$ cat src/rtl/gray_sync_decoder_pkg.sv
// Shared definitions for the Gray pointer synchronizer/decoder:
// the state encoding and the default parameter values.
package gray_sync_decoder_pkg;

    typedef enum logic [1:0] {
        ST_IDLE  = 2'd0,
        ST_VALID = 2'd1,
        ST_PEND  = 2'd2
    } state_t;

    localparam int DEFAULT_DATA_WIDTH  = 4;
    localparam int DEFAULT_SYNC_STAGES = 2;

endpackage

$ cat src/rtl/gray_sync_decoder_converter.sv
// Combinational Gray/binary converter (module graycode_converter).
// convert_dir = 0 decodes Gray to binary; convert_dir = 1 encodes binary to Gray.
module graycode_converter #(
    parameter int data_width  = 4,
    parameter int convert_dir = 0
) (
    input  logic [data_width-1:0] data_in,
    output logic [data_width-1:0] data_out
);

    generate
        if (convert_dir == 0) begin : g_gray_to_bin
            // Each binary bit is the XOR of every Gray bit at or above it.
            always_comb begin
                logic [data_width-1:0] bin;
                bin                 = '0;
                bin[data_width-1]   = data_in[data_width-1];
                for (int i = data_width - 2; i >= 0; i--) begin
                    bin[i] = bin[i+1] ^ data_in[i];
                end
                data_out = bin;
            end
        end else begin : g_bin_to_gray
            assign data_out = data_in ^ (data_in >> 1);
        end
    endgenerate

endmodule

$ cat src/rtl/gray_sync_decoder.sv
// Synchronizes a Gray-coded pointer, decodes it and presents each change as a
// handshaked entry with a modular step. Optional checking: GRAY_SYNC_ERR_CHECK_EN.
module gray_sync_decoder
    import gray_sync_decoder_pkg::*;
#(
    parameter int data_width  = DEFAULT_DATA_WIDTH,
    parameter int sync_stages = DEFAULT_SYNC_STAGES
) (
    input  logic                  clk,
    input  logic                  rst,
    input  logic [data_width-1:0] gray_in,
    output logic [data_width-1:0] bin_out,
    output logic [data_width-1:0] step_out,
    output logic                  out_valid,
    input  logic                  out_ready,
    output logic                  overrun,
    output logic                  err_multi
);

    logic [data_width-1:0] sync_q [sync_stages];
    logic [data_width-1:0] synced;
    logic [data_width-1:0] prev_synced;
    logic [data_width-1:0] synced_bin;
    logic                  gray_event;

    state_t                state_q, state_d;
    logic [data_width-1:0] bin_q, bin_d;
    logic [data_width-1:0] step_q, step_d;
    logic [data_width-1:0] pend_bin_q, pend_bin_d;
    logic [data_width-1:0] pend_step_q, pend_step_d;
    logic                  overrun_q, overrun_d;

    always_ff @(posedge clk) begin
        if (rst) begin
            for (int i = 0; i < sync_stages; i++) begin
                sync_q[i] <= '0;
            end
            prev_synced <= '0;
        end else begin
            sync_q[0] <= gray_in;
            for (int i = 1; i < sync_stages; i++) begin
                sync_q[i] <= sync_q[i-1];
            end
            prev_synced <= synced;
        end
    end

    assign synced     = sync_q[sync_stages-1];
    assign gray_event = (synced != prev_synced);

    graycode_converter #(
        .data_width (data_width),
        .convert_dir(0)
    ) u_converter (
        .data_in (synced),
        .data_out(synced_bin)
    );

    // bin_q doubles as the last emitted value, so steps are always taken against it.
    always_comb begin
        state_d     = state_q;
        bin_d       = bin_q;
        step_d      = step_q;
        pend_bin_d  = pend_bin_q;
        pend_step_d = pend_step_q;
        overrun_d   = overrun_q;
        case (state_q)
            ST_IDLE: begin
                if (gray_event) begin
                    bin_d   = synced_bin;
                    step_d  = synced_bin - bin_q;
                    state_d = ST_VALID;
                end
            end
            ST_VALID: begin
                if (out_ready) begin
                    if (gray_event) begin
                        bin_d  = synced_bin;
                        step_d = synced_bin - bin_q;
                    end else begin
                        state_d = ST_IDLE;
                    end
                end else if (gray_event) begin
                    pend_bin_d  = synced_bin;
                    pend_step_d = synced_bin - bin_q;
                    state_d     = ST_PEND;
                end
            end
            ST_PEND: begin
                if (out_ready) begin
                    bin_d  = pend_bin_q;
                    step_d = pend_step_q;
                    if (gray_event) begin
                        pend_bin_d  = synced_bin;
                        pend_step_d = synced_bin - pend_bin_q;
                    end else begin
                        state_d = ST_VALID;
                    end
                end else if (gray_event) begin
                    pend_bin_d  = synced_bin;
                    pend_step_d = synced_bin - bin_q;
                    overrun_d   = 1'b1;
                end
            end
            default: begin
                state_d = ST_IDLE;
            end
        endcase
    end

    always_ff @(posedge clk) begin
        if (rst) begin
            state_q     <= ST_IDLE;
            bin_q       <= '0;
            step_q      <= '0;
            pend_bin_q  <= '0;
            pend_step_q <= '0;
            overrun_q   <= 1'b0;
        end else begin
            state_q     <= state_d;
            bin_q       <= bin_d;
            step_q      <= step_d;
            pend_bin_q  <= pend_bin_d;
            pend_step_q <= pend_step_d;
            overrun_q   <= overrun_d;
        end
    end

    assign out_valid = (state_q != ST_IDLE);
    assign bin_out   = bin_q;
    assign step_out  = step_q;
    assign overrun   = overrun_q;

`ifdef GRAY_SYNC_ERR_CHECK_EN
    localparam logic [data_width-1:0] ONE = {{(data_width-1){1'b0}}, 1'b1};

    logic [data_width-1:0] gray_diff;
    logic                  multi_bit;
    logic                  err_q;

    // A legal Gray step flips exactly one bit; more than one set bit is an error.
    assign gray_diff = synced ^ prev_synced;
    assign multi_bit = gray_event && ((gray_diff & (gray_diff - ONE)) != '0);

    always_ff @(posedge clk) begin
        if (rst) begin
            err_q <= 1'b0;
        end else begin
            err_q <= multi_bit;
        end
    end

    assign err_multi = err_q;
`else
    assign err_multi = 1'b0;
`endif

endmodule

$ cat config.mk
export PLATFORM = sky130hd
export DESIGN_NAME = gray_sync_decoder
export DESIGN_NICKNAME = d
export VERILOG_FILES = /design/src/rtl/gray_sync_decoder_pkg.sv /design/src/rtl/gray_sync_decoder_converter.sv /design/src/rtl/gray_sync_decoder.sv
export SDC_FILE = /design/constraint.sdc
export NUM_CORES = 1
export LEC_CHECK = 0
export ABC_AREA = 1
export CAP_MARGIN = 30
export CORE_UTILIZATION = 55
export DETAILED_ROUTE_END_ITERATION = 12
export PLACE_DENSITY = 0.78
export SETUP_SLACK_MARGIN = 0.3
export SLEW_MARGIN = 40
export SYNTH_ARGS = -nofsm -noshare
export SYNTH_HDL_FRONTEND = slang
export SYNTH_SLANG_ARGS = --single-unit
$ cat constraint.sdc
create_clock -name clk -period 2.6 [get_ports clk]
set_input_delay 0.78 -clock clk [delete_from_list [all_inputs] [get_ports clk]]
set_output_delay 0.78 -clock clk [all_outputs]
set_load 0.005 [all_outputs]
==> summary.txt <==
RSZ-0062 raised after global routing: false
largest family of logic cells by synthesized area: simple AND/OR/NAND/NOR gates
number of synthesized register bits: 31
fin crit period: 2.18 ns
commonest non-fill, non-tap cell in the layout: nand2_1
dpl cells: 281
Crit Path Max Fanout: 6
vias in the first global route: 1363
DRC violation total after the first TritonRoute iteration: 53
Max IR drop VDD: 0.334 mV
Yosys warning total: 0
NumNets Final: 272
most frequent cells in the layout: nand2_1, inv_1, nor2_1
met2 WL post-DR: 1.51 mm
drt drc: 2
remaining antenna violation count: 0
compound-cell area share of the yosys netlist: 11.0%
Tot Pwr: 1.23 mW
CTS Sinks: 31
R2R depth: 14
layout cells sized above 1: 15.9%
Worst Skew: 0.0109 ns
WP data arrival: 2.41 ns
global-route wire length before repair: 5.68 mm
met3 wire len: 123 microns
post-synthesis simple-gate area fraction: 31.3%
fin cells: 289
Via Count: 1474
Initial Utilization: 59.3%
Post-Syn Area: 0.00168 sq mm
syn avg cell area: 7.02 sq um
Syn Inst Count: 239
CTS HTree Levels: 2
DR WL/cell: 11.3 microns
Final HPWL DP: 2.39 mm
worst hold path type: flip-flop to flip-flop
Slew Viols, Final: 0
slowest library cell on the worst path: fa_1
P per Cell Area: 637 mW/mm^2
Hold Slack: 0.399 ns
worst setup path start: sync_q[0][7]$_SDFF_PP0_
Die ar.: 0.00327 sq mm
Reg clk slew, reported paths: 0.10 ns
Worst path max stage delay: 0.50 ns
Clock Path Buffers: 2
hold violation total from the final report: 0
WS Path Type: flip-flop to flip-flop
initial antenna violation count: 0
XOR/XNOR Fraction of Synth Area: 1.57%
Post CTS Setup Buffer Count: 0
Max-cap violations: 0
post-DR vias/cell: 5.10
root buffer cell: clkbuf_4
Critical Path End Type: flip-flop
Port Buffers: 16
RD Place Congestion: 0.870
most used cell, CP: nand2_2
# fillers: 251
syn_nets: 254
Reg2Reg Setup Slack: 0.42 ns
mux contribution to synthesized area: 0%
Lkg Pwr: 0.904 nW
crit path capture: pend_step_q[1]$_SDFFE_PP0P_
crit start category: flip-flop
Buf+Inv Stages, Crit Path: 2
diode count: 0
post-layout util: 68.5%
Worst Hold Launch: sync_q[0][2]$_SDFF_PP0_
largest net degree at the start of global routing: 20
sequential fraction of the synthesis area: 37.0%
Top Ports: 18
part of the cycle the worst path needs: 84.0%
setup TNS: 0 ns
Max Clk Rate: 458 MHz
Core Area: 0.00283 sq mm
clock buffers created by TritonCTS: 5
TritonCTS clock tree: yes
post-synthesis adder-cell area fraction: 6.87%
clk_lat worst skew: 0.34 ns
WL met1: 1.56 mm
crit path cell chain: inv_2 -> nand2_1 -> nand2_2 -> nand2_2 -> nand2_4 -> nand2_2 -> nand2_2 -> ha_1 -> fa_1 -> inv_1 -> nand2_1 -> o21ai_0 -> o21ai_2 -> a21oi_1
total track usage: 23.1%
chip height: 57.2 microns
FP Rows: 19
reg2reg start: sync_q[0][7]$_SDFF_PP0_
Yosys cell types: 29
failing checks: design-rule violations
setup violators final: 0
GRT Residual Overflow: 0
routed wire length: 3.26 mm
status: finished with violations
Layout area overhead: 15.5%
Worst R2R End: pend_step_q[1]$_SDFFE_PP0P_
WP depth: 14
1st-pass router iterations: 8
Crit path max-delay family: adder cells
Chip Width: 57.2 microns
top layer used by detailed routing: met4
Crit path required time: 2.83 ns
## cell type report
cell class	count	area, sq um	area share [%]
flip-flops and latches	31	626	32.3
inverters	43	166	8.59
repair buffers	17	168	8.66
well taps	31	38.8	2.00
multi-input cells	159	870	44.9
clock buffers	8	68.8	3.55
## cells by family after synthesis
group                      Yosys count
AOI/OAI and AO/OA                   33
and+or+nand+nor                    114
adders and majority gates            8
DFF                                 31
other                                1
buffers and inverters               49
xor gates and xnor gates             3
## worst register-to-register path: stages (launching register included)
cell     delay (ns)
dfxtp_4        0.39
inv_2          0.06
nand2_1        0.09
nand2_2        0.11
nand2_2        0.11
nand2_4        0.08
nand2_2        0.07
nand2_2        0.07
ha_1           0.22
fa_1           0.50
inv_1          0.04
nand2_1        0.05
o21ai_0        0.10
o21ai_2        0.14
a21oi_1        0.05
## through the flow
stage | setup slack [ns] | cell area [sq um]
CTS | 0.345 | 1920
floorplan | 0.487 | 1680
global placement | 0.267 | 1850
detailed placement | 0.262 | 1850
finish | 0.416 | 1940
global route | 0.292 | 1940
## how the worst min path moves through the flow
stage                                   end  slack [ns]  cells after the start
floorplan           sync_q[0][4]$_SDFF_PP0_        0.39                      2
global placement    sync_q[0][4]$_SDFF_PP0_        0.39                      2
detailed placement  sync_q[0][5]$_SDFF_PP0_        0.39                      2
CTS                 sync_q[0][7]$_SDFF_PP0_        0.41                      2
global route        sync_q[0][5]$_SDFF_PP0_        0.43                      2
finish              sync_q[0][6]$_SDFF_PP0_        0.40                      2
## state kept, by name (all words and copies together), names as in the netlist
| name | cells |
|---|---|
| sync_q | 8 |
| state_q | 2 |
| step_out | 4 |
| pend_bin_q | 4 |
| bin_out | 4 |
| prev_synced | 4 |
| pend_step_q | 4 |
| overrun | 1 |
## per-layer routing
layer | up-vias | global-route usage [%]
li1 | 770 | -
met1 | 674 | 28.3
met2 | 21 | 38.0
met3 | 9 | 5.22
met4 | 0 | 11.8
met5 | - | 0
## what timing repair did
item,in CTS,in global routing
gates resized for setup,1,5
hold buffers,0,0
endpoints found under the hold margin,0,0
setup endpoints to repair,3,3
## Yosys cell counts
master	n	area share, %
dfxtp_1	31	37
nand2_1	45	10
inv_1	37	8.3
xnor2_1	1	0.52
nor2_4	3	2.0
nand4_1	1	0.37
ha_1	6	4.5
fa_1	2	2.4
or2_0	1	0.37
buf_4	1	0.45
a211oi_2	2	1.5
o21ai_1	1	0.30
nand2_2	10	3.7
nor2_2	4	1.5
buf_6	1	0.67
clkbuf_1	2	0.45
buf_1	1	0.22
nand3_1	14	4.2
xor2_1	2	1.0
nand2_4	2	1.3
or2_2	1	0.37
a21oi_1	11	3.3
o21ai_2	1	0.52
nor2_1	33	7.4
inv_2	5	1.1
buf_2	1	0.30
conb_1	1	0.22
o21ai_0	18	5.4
clkinv_4	1	0.52
## report_power, final
group,leakage (nW),internal [mW],switching (mW),total [mW]
Combinational,0.609,0.157,0.203,0.360
Clock,0.0386,0.159,0.165,0.324
Sequential,0.256,0.519,0.0306,0.550
Total,0.904,0.835,0.399,1.23
(Power assumes the default switching activity.)
